**src/rtl/hazard_ctrl.sv**
```systemverilog
// hazard_ctrl: pipeline hazard and sequencing controller for the five-stage core.
// Each cycle it decides whether every pipeline register advances, holds (stall)
// or loads a bubble (flush). It also keeps a saturating count of PC-stall cycles.
//
// Ports:
//   clock, reset                   rising-edge clock, async active-high reset
//   d_src_reg_1/2, d_uses_src_1/2  D-stage source indices and read enables
//   x_dst_reg, x_mem_read,         X-stage destination and control flags
//   x_reg_write, x_is_mul,
//   x_branch_taken
//   m_mem_req, m_mem_ready         M-stage data-memory handshake
//   pc/f2d/d2x/x2m_stall           hold the corresponding register
//   f2d/d2x/x2m/m2w_flush          load a bubble into the corresponding register
//   stall_cycles                   saturating count of cycles with pc_stall=1
module hazard_ctrl #(
  parameter int unsigned MUL_LATENCY = 4,
  parameter int unsigned CNT_W       = 16
) (
  input  logic             clock,
  input  logic             reset,
  input  logic [5:0]       d_src_reg_1,
  input  logic [5:0]       d_src_reg_2,
  input  logic             d_uses_src_1,
  input  logic             d_uses_src_2,
  input  logic [5:0]       x_dst_reg,
  input  logic             x_mem_read,
  input  logic             x_reg_write,
  input  logic             x_is_mul,
  input  logic             x_branch_taken,
  input  logic             m_mem_req,
  input  logic             m_mem_ready,
  output logic             pc_stall,
  output logic             f2d_stall,
  output logic             d2x_stall,
  output logic             x2m_stall,
  output logic             f2d_flush,
  output logic             d2x_flush,
  output logic             x2m_flush,
  output logic             m2w_flush,
  output logic [CNT_W-1:0] stall_cycles
);

  localparam int unsigned MCNT_W = 4;

  typedef enum logic [0:0] {
    RUN      = 1'b0,
    MUL_WAIT = 1'b1
  } state_e;

  state_e             state_q, state_d;
  logic [MCNT_W-1:0]  cnt_q, cnt_d;
  logic [CNT_W-1:0]   stall_cycles_q, stall_cycles_d;

  logic mem_stall;
  logic ld_use;
  logic mul_stall;
  logic src1_hit;
  logic src2_hit;

  // Hazard detection; register 0 is hardwired zero and never conflicts.
  always_comb begin
    mem_stall = m_mem_req & ~m_mem_ready;
    src1_hit  = d_uses_src_1 & (x_dst_reg == d_src_reg_1);
    src2_hit  = d_uses_src_2 & (x_dst_reg == d_src_reg_2);
    ld_use    = x_mem_read & x_reg_write & (x_dst_reg != 6'd0) & (src1_hit | src2_hit);
  end

  // Multiply occupancy FSM; a memory wait freezes it and masks its stall.
  always_comb begin
    state_d   = state_q;
    cnt_d     = cnt_q;
    mul_stall = 1'b0;
    if (!mem_stall) begin
      unique case (state_q)
        RUN: begin
          if (x_is_mul && !x_branch_taken) begin
            mul_stall = 1'b1;
            cnt_d     = MCNT_W'(MUL_LATENCY - 2);
            state_d   = MUL_WAIT;
          end
        end
        MUL_WAIT: begin
          if (cnt_q != '0) begin
            mul_stall = 1'b1;
            cnt_d     = cnt_q - MCNT_W'(1);
          end else begin
            state_d = RUN;
          end
        end
        default: state_d = RUN;
      endcase
    end
  end

  // Priority-encoded stall/flush outputs; reset flushes every pipeline flop.
  always_comb begin
    pc_stall  = 1'b0;
    f2d_stall = 1'b0;
    d2x_stall = 1'b0;
    x2m_stall = 1'b0;
    f2d_flush = 1'b0;
    d2x_flush = 1'b0;
    x2m_flush = 1'b0;
    m2w_flush = 1'b0;
    if (reset) begin
      f2d_flush = 1'b1;
      d2x_flush = 1'b1;
      x2m_flush = 1'b1;
      m2w_flush = 1'b1;
    end else if (mem_stall) begin
      pc_stall  = 1'b1;
      f2d_stall = 1'b1;
      d2x_stall = 1'b1;
      x2m_stall = 1'b1;
      m2w_flush = 1'b1;
    end else if (x_branch_taken) begin
      // PC loads the redirect target, so it is not stalled.
      f2d_flush = 1'b1;
      d2x_flush = 1'b1;
    end else if (mul_stall) begin
      pc_stall  = 1'b1;
      f2d_stall = 1'b1;
      d2x_stall = 1'b1;
      x2m_flush = 1'b1;
    end else if (ld_use) begin
      pc_stall  = 1'b1;
      f2d_stall = 1'b1;
      d2x_flush = 1'b1;
    end
  end

  // Saturating performance counter of PC-stall cycles.
  always_comb begin
    stall_cycles_d = stall_cycles_q;
    if (pc_stall && (stall_cycles_q != '1)) begin
      stall_cycles_d = stall_cycles_q + CNT_W'(1);
    end
  end

  always_ff @(posedge clock or posedge reset) begin
    if (reset) begin
      state_q        <= RUN;
      cnt_q          <= '0;
      stall_cycles_q <= '0;
    end else begin
      state_q        <= state_d;
      cnt_q          <= cnt_d;
      stall_cycles_q <= stall_cycles_d;
    end
  end

  assign stall_cycles = stall_cycles_q;

endmodule

```
**config.mk**
```make
export PLATFORM = sky130hd
export DESIGN_NAME = hazard_ctrl
export DESIGN_NICKNAME = d
export VERILOG_FILES = /design/src/rtl/hazard_ctrl.sv
export SDC_FILE = /design/constraint.sdc
export NUM_CORES = 1
export LEC_CHECK = 0
export BUFFER_PORTS_ARGS = -buffer_cell sky130_fd_sc_hd__buf_4
export CAP_MARGIN = 10
export CORE_AREA = 2 2 48 72
export DETAILED_ROUTE_END_ITERATION = 10
export DIE_AREA = 0 0 50 74
export PLACE_DENSITY = 0.74
export SYNTH_ARGS = -nofsm -noshare
export SYNTH_HDL_FRONTEND = slang
export SYNTH_SLANG_ARGS = --single-unit
```
**constraint.sdc**
```tcl
create_clock -name clock -period 2 [get_ports clock]
set_input_delay 0.2 -clock clock [delete_from_list [all_inputs] [get_ports clock]]
set_output_delay 0.2 -clock clock [all_outputs]
set_load 0.02 [all_outputs]
```
=== Word-level counts from Yosys, hierarchy flattened ===
Index checks and enable logic that the tools add are counted.

* Output and inout port bits: 24
* Input port bits: 28
* Bits in registers: 21
* Word-level logic and storage cells: 54

* Equality and inequality tests: 5
* Add/sub/neg operators: 2
* Bitwise gates (word level): 10
* Reduce and logical (&&, ||, !) cells: 6
* Multiplexer cells: 28

{| class="wikitable"
|+ Operator list
! cell !! count
|-
| $mux 1 || 24
|-
| $add 16x1->16 const B || 1
|-
| $ne 16x16->1 const B || 1
|-
| $eq 6x6->1 || 2
|-
| $mux 4 || 2
|-
| $pmux 4 s2 || 1
|-
| $and 1x1->1 || 6
|-
| $reduce_bool 6->1 || 1
|-
| $reduce_bool 4->1 || 1
|-
| $sub 4x1->4 const B || 1
|-
| $not 1->1 || 3
|-
| $reduce_and 3->1 || 1
|-
| $logic_and 1x1->1 || 2
|-
| $ne 2x1->1 const B || 1
|-
| $ne 2x2->1 const B || 1
|-
| $pmux 1 s2 || 1
|-
| $logic_not 1->1 || 1
|-
| $or 1x1->1 || 1
|}

=== Logic depth before layout (Yosys ltp) ===
* Word-level depth: 10
* Mapped depth: 9

=== Least setup slack after synthesis ===
OpenSTA, ideal clock, no wires.

* Kind: flip-flop to output port
* From: reg cnt_q[0]
* To: out pc_stall
* Arrival: 1.892 ns
* Stages on the path, launching flop included: 10
* Path slack: -0.092 ns
* Cell sequence: dfrtp_1 -> inv_1 -> ha_1 -> nand4bb_1 -> o211ai_1 -> o22ai_2 -> a31oi_4 -> buf_6 -> inv_1 -> buf_4

* Word-level cells in the longest chain between the ends: 8

{| class="wikitable"
|+ Ends and longest elaborated chain
! what !! RTL line !! text
|-
| from (decl) || 51 || <nowiki>logic [MCNT_W-1:0] cnt_q, cnt_d;</nowiki>
|-
| from (signal assigned) || 147 || <nowiki>cnt_q <= cnt_d;</nowiki>
|-
| $reduce_bool 4->1 || 83 || <nowiki>if (cnt_q != '0) begin</nowiki>
|-
| $mux 1 || 83 ||
|-
| $pmux 1 s2 || 74 || <nowiki>unique case (state_q)</nowiki>
|-
| $mux 1 || 73 || <nowiki>if (!mem_stall) begin</nowiki>
|-
| $mux 1 (4 in a row) || -- ||
|-
| to (decl) || 32 || <nowiki>output logic pc_stall,</nowiki>
|}

Every way passes these cells.

=== Worst setup path after layout ===
* From: reg cnt_q[0]
* To: out f2d_stall

* Word-level cells in the longest chain between the ends: 8

{| class="wikitable"
|+ Ends and longest elaborated chain
! what !! RTL line !! text
|-
| $reduce_bool 4->1 || 83 ||
|-
| $mux 1 || 83 ||
|-
| $pmux 1 s2 || 74 ||
|-
| $mux 1 || 73 ||
|-
| $mux 1 || 120 || <nowiki>end else if (mul_stall) begin</nowiki>
|-
| $mux 1 || 116 || <nowiki>end else if (x_branch_taken) begin</nowiki>
|-
| $mux 1 || 110 || <nowiki>end else if (mem_stall) begin</nowiki>
|-
| $mux 1 || 105 || <nowiki>if (reset) begin</nowiki>
|-
| to (decl) || 33 || <nowiki>output logic f2d_stall,</nowiki>
|}

Every way passes these cells.

==> metrics.cfg <==
[status]
status=finished with violations
violations=setup timing

[timing]
finalSetupTns_ns=-0.3016
postLayoutSetupSlackWorst_ns=-0.09657
drv_slew=0
finalCriticalPeriod_ns=2.097
rsz0062_at_grt=yes
report.final.setup_viol=7
worstMarginPinSlew_ns=0.4134
finClkSkew_ns=0.001601
final-hold-violation-count=0
max_freq_ghz=0.4770
slew_headroom=0.7236
period_share=1.048

[placed_design]
dp_cells=238
place_ws_ns=-0.1223
dpl.hpwl_mm=2.425
gp_congestion=0.8357
io_buffer_count=51

[die]
core-area_um2=3097
io_pins=52
start_util=0.4121
die-area_um2=3700
die_x_um=50
num_rows=25
chipHeight_um=74

[setup_path]
worst-endpoint-required_ns=1.80
cp-endpoint=f2d_stall
crit_type=register to output port
r2r_cells=10
critPathMaxFanout=6
regToRegSetupSlack_ns=-0.02
r2r-end=stall_cycles[1]$_DFFE_PP0P_
startpoint_type=register
crit_path_start=cnt_q[0]$_DFFE_PP0P_
cp.arrival_ns=1.90
critical_path.endpoint_type=output port
r2r_start=cnt_q[0]$_DFFE_PP0P_

[yosys]
synth-seq-cells=21
syn-instance-count=134
synth_nets=165
yosysWarnings=0
synth.distinct_cells=33
postSynthAreaPerCell_um2=9.524
yosysSeqAreaShare=0.4118
synth_area_um2=1276

[drt]
ant_nets=0
first_pass_iters=4
drc_errors=0
drt-initial-drc-count=23
viasPerCell=5.210
wl_mm=3.828
route.vias.total=1391
wire_per_inst_um=14.34

[pwr]
p_int_mw=1.228
switching_share=0.3728
power_switching_uw=730.0
power.share.combinational=0.544
p_seq_frac=0.314
clockPowerShare=0.142
power_leakage_nw=1.085
powerDensity_nw_per_um2=865.2
ir_drop_mv=0.6226

[clock_tree]
path_clk_slew_ns=0.07
htreeDepth=1
cts-root-buf=clkbuf_8
worstSkewPairLatency_ns=0.27
cts_made_buffers=3
numClockSinks=21
clock_path_buffers=2
cts_tree=yes

[final_layout]
filler_cell_count=209
multi_input_area_um2=839.6
antenna_cells=0
final_core_util=0.7309
layout_common_cells=78 x buf_4, 21 x dfrtp_1, 14 x nand2_1, 14 x xor2_1
seq_area_um2=525.5
nets=259
layout_commonest_cell=buf_4
syn2layout_area_growth_pct=77.35
layout-drive-gt1-share=0.5154
fin_cells=267

[hold_path]
hp-class=primary input to async pin

[global_route]
antenna_found_initial=0
overflow=0
grt_pass1_wl_mm=5.892
grt_usage=0.2120
grt_pass1_vias=1340
grt_max_degree=22

[job]
cap_viol_max_count=0

[cell usage after synthesis]
master | number | area (um2)
nor3b_1 | 1 | 7.510
nand2_1 | 14 | 52.55
and3_1 | 2 | 12.51
nor4_1 | 6 | 37.54
nor2b_1 | 1 | 6.260
nand4_1 | 4 | 25.02
o22ai_2 | 1 | 12.51
and4_1 | 1 | 8.760
nor2_1 | 8 | 30.03
nand4bb_1 | 1 | 11.26
ha_1 | 3 | 37.54
xnor2_1 | 12 | 105.1
o211ai_1 | 1 | 7.510
mux2_4 | 1 | 15.01
a21oi_1 | 4 | 20.02
mux2_2 | 1 | 11.26
or4_1 | 2 | 15.01
o21ai_0 | 4 | 20.02
a31oi_4 | 1 | 21.27
clkbuf_1 | 1 | 3.750
nor3_1 | 5 | 25.02
buf_4 | 1 | 7.510
o311a_1 | 1 | 10.01
o22ai_1 | 2 | 12.51
dfrtp_1 | 21 | 525.5
nand3_1 | 7 | 35.03
nand2b_1 | 1 | 6.260
nor4b_1 | 2 | 17.52
inv_1 | 8 | 30.03
nor2_2 | 1 | 6.260
or3_1 | 1 | 6.260
buf_6 | 1 | 11.26
xor2_1 | 14 | 122.6
[cell type report]
| type | instances | share of cell area |
|---|---|---|
| inverter | 8 | 0.01548 |
| sequential | 21 | 0.2322 |
| tap | 40 | 0.02211 |
| multi-input combinational | 102 | 0.3709 |
| clock buffer | 4 | 0.01990 |
| timing repair buffer | 92 | 0.3394 |
[metrics by stage]
stage | area, um2 | power [mW] | hold slack, ns
floorplan | 1284 | 1.040 | 0.1908
global placement | 1827 | 1.375 | 0.3300
detailed placement | 1827 | 1.419 | 0.3333
CTS | 2110 | 1.875 | 0.05413
global route | 2263 | 2.069 | 0.09219
finish | 2263 | 1.958 | 0.06615
[flip-flops by register name (all words and copies together), names as in the netlist]
register      cells
stall_cycles     16
cnt_q             4
state_q           1
[per-layer routing]
| metal | up-vias | GRT usage | share of wire | wire length (um) |
|---|---|---|---|---|
| met5 | - | 0 | 0 | 0 |
| met4 | 0 | 0.1111 | 0.022 | 85 |
| met3 | 7 | 0.02610 | 0.054 | 208 |
| met2 | 61 | 0.4094 | 0.58 | 2211 |
| met1 | 664 | 0.2190 | 0.35 | 1323 |
| li1 | 659 | - | - | - |
[how the worst min path moves through the flow]
stage | endpoint | slack (ns)
final | cnt_q[1]$_DFFE_PP0P_ | 0.07
after global routing | stall_cycles[3]$_DFFE_PP0P_ | 0.09
after CTS | cnt_q[2]$_DFFE_PP0P_ | 0.05
after detailed placement | cnt_q[2]$_DFFE_PP0P_ | 0.33
after global placement | cnt_q[0]$_DFFE_PP0P_ | 0.33
after floorplan | cnt_q[0]$_DFFE_PP0P_ | 0.19
[cells by family (layout without fill, tap and decap cells)]
group	Yosys count	after routing	share of synthesized area
AND/OR/NAND/NOR	57	57	0.2373
flip-flops	21	21	0.4118
adder cells (fa/ha/maj)	3	3	0.02941
XOR/XNOR	26	26	0.1784
multiplexers	2	2	0.02058
buffers and inverters	11	104	0.04118
AO/OA/AOI/OAI	14	14	0.08137
[power by group through the flow]
| stage | clock network (mW) | registers (mW) | logic [mW] |
|---|---|---|---|
| 3_5_place_dp | 0 | 0.617 | 0.803 |
| 2_1_floorplan | 0 | 0.714 | 0.325 |
| 3_3_place_gp | 0 | 0.606 | 0.769 |
| 5_1_grt | 0.300 | 0.630 | 1.14 |
| 6_report | 0.278 | 0.616 | 1.06 |
| 4_1_cts | 0.280 | 0.612 | 0.983 |
[critical path: stages (launching register included)]
cell and delay, ns:
dfrtp_1 0.40, inv_2 0.09, ha_4 0.13, nand4bb_1 0.15
o211ai_1 0.22, o22ai_4 0.13, a31oi_4 0.21, buf_12 0.15
inv_6 0.03, buf_6 0.12
[what timing repair did]
item | 4_1_cts | 5_1_grt
hold buffers | 0 | 0
pin swaps | 3 | 13
hold endpoints to repair | 0 | 0
setup endpoints to repair | 17 | 21
setup buffers | 18 | 10
resized for setup | 17 | 25
gates cloned | 1 | 0
Power figures use the tool's default switching activity.
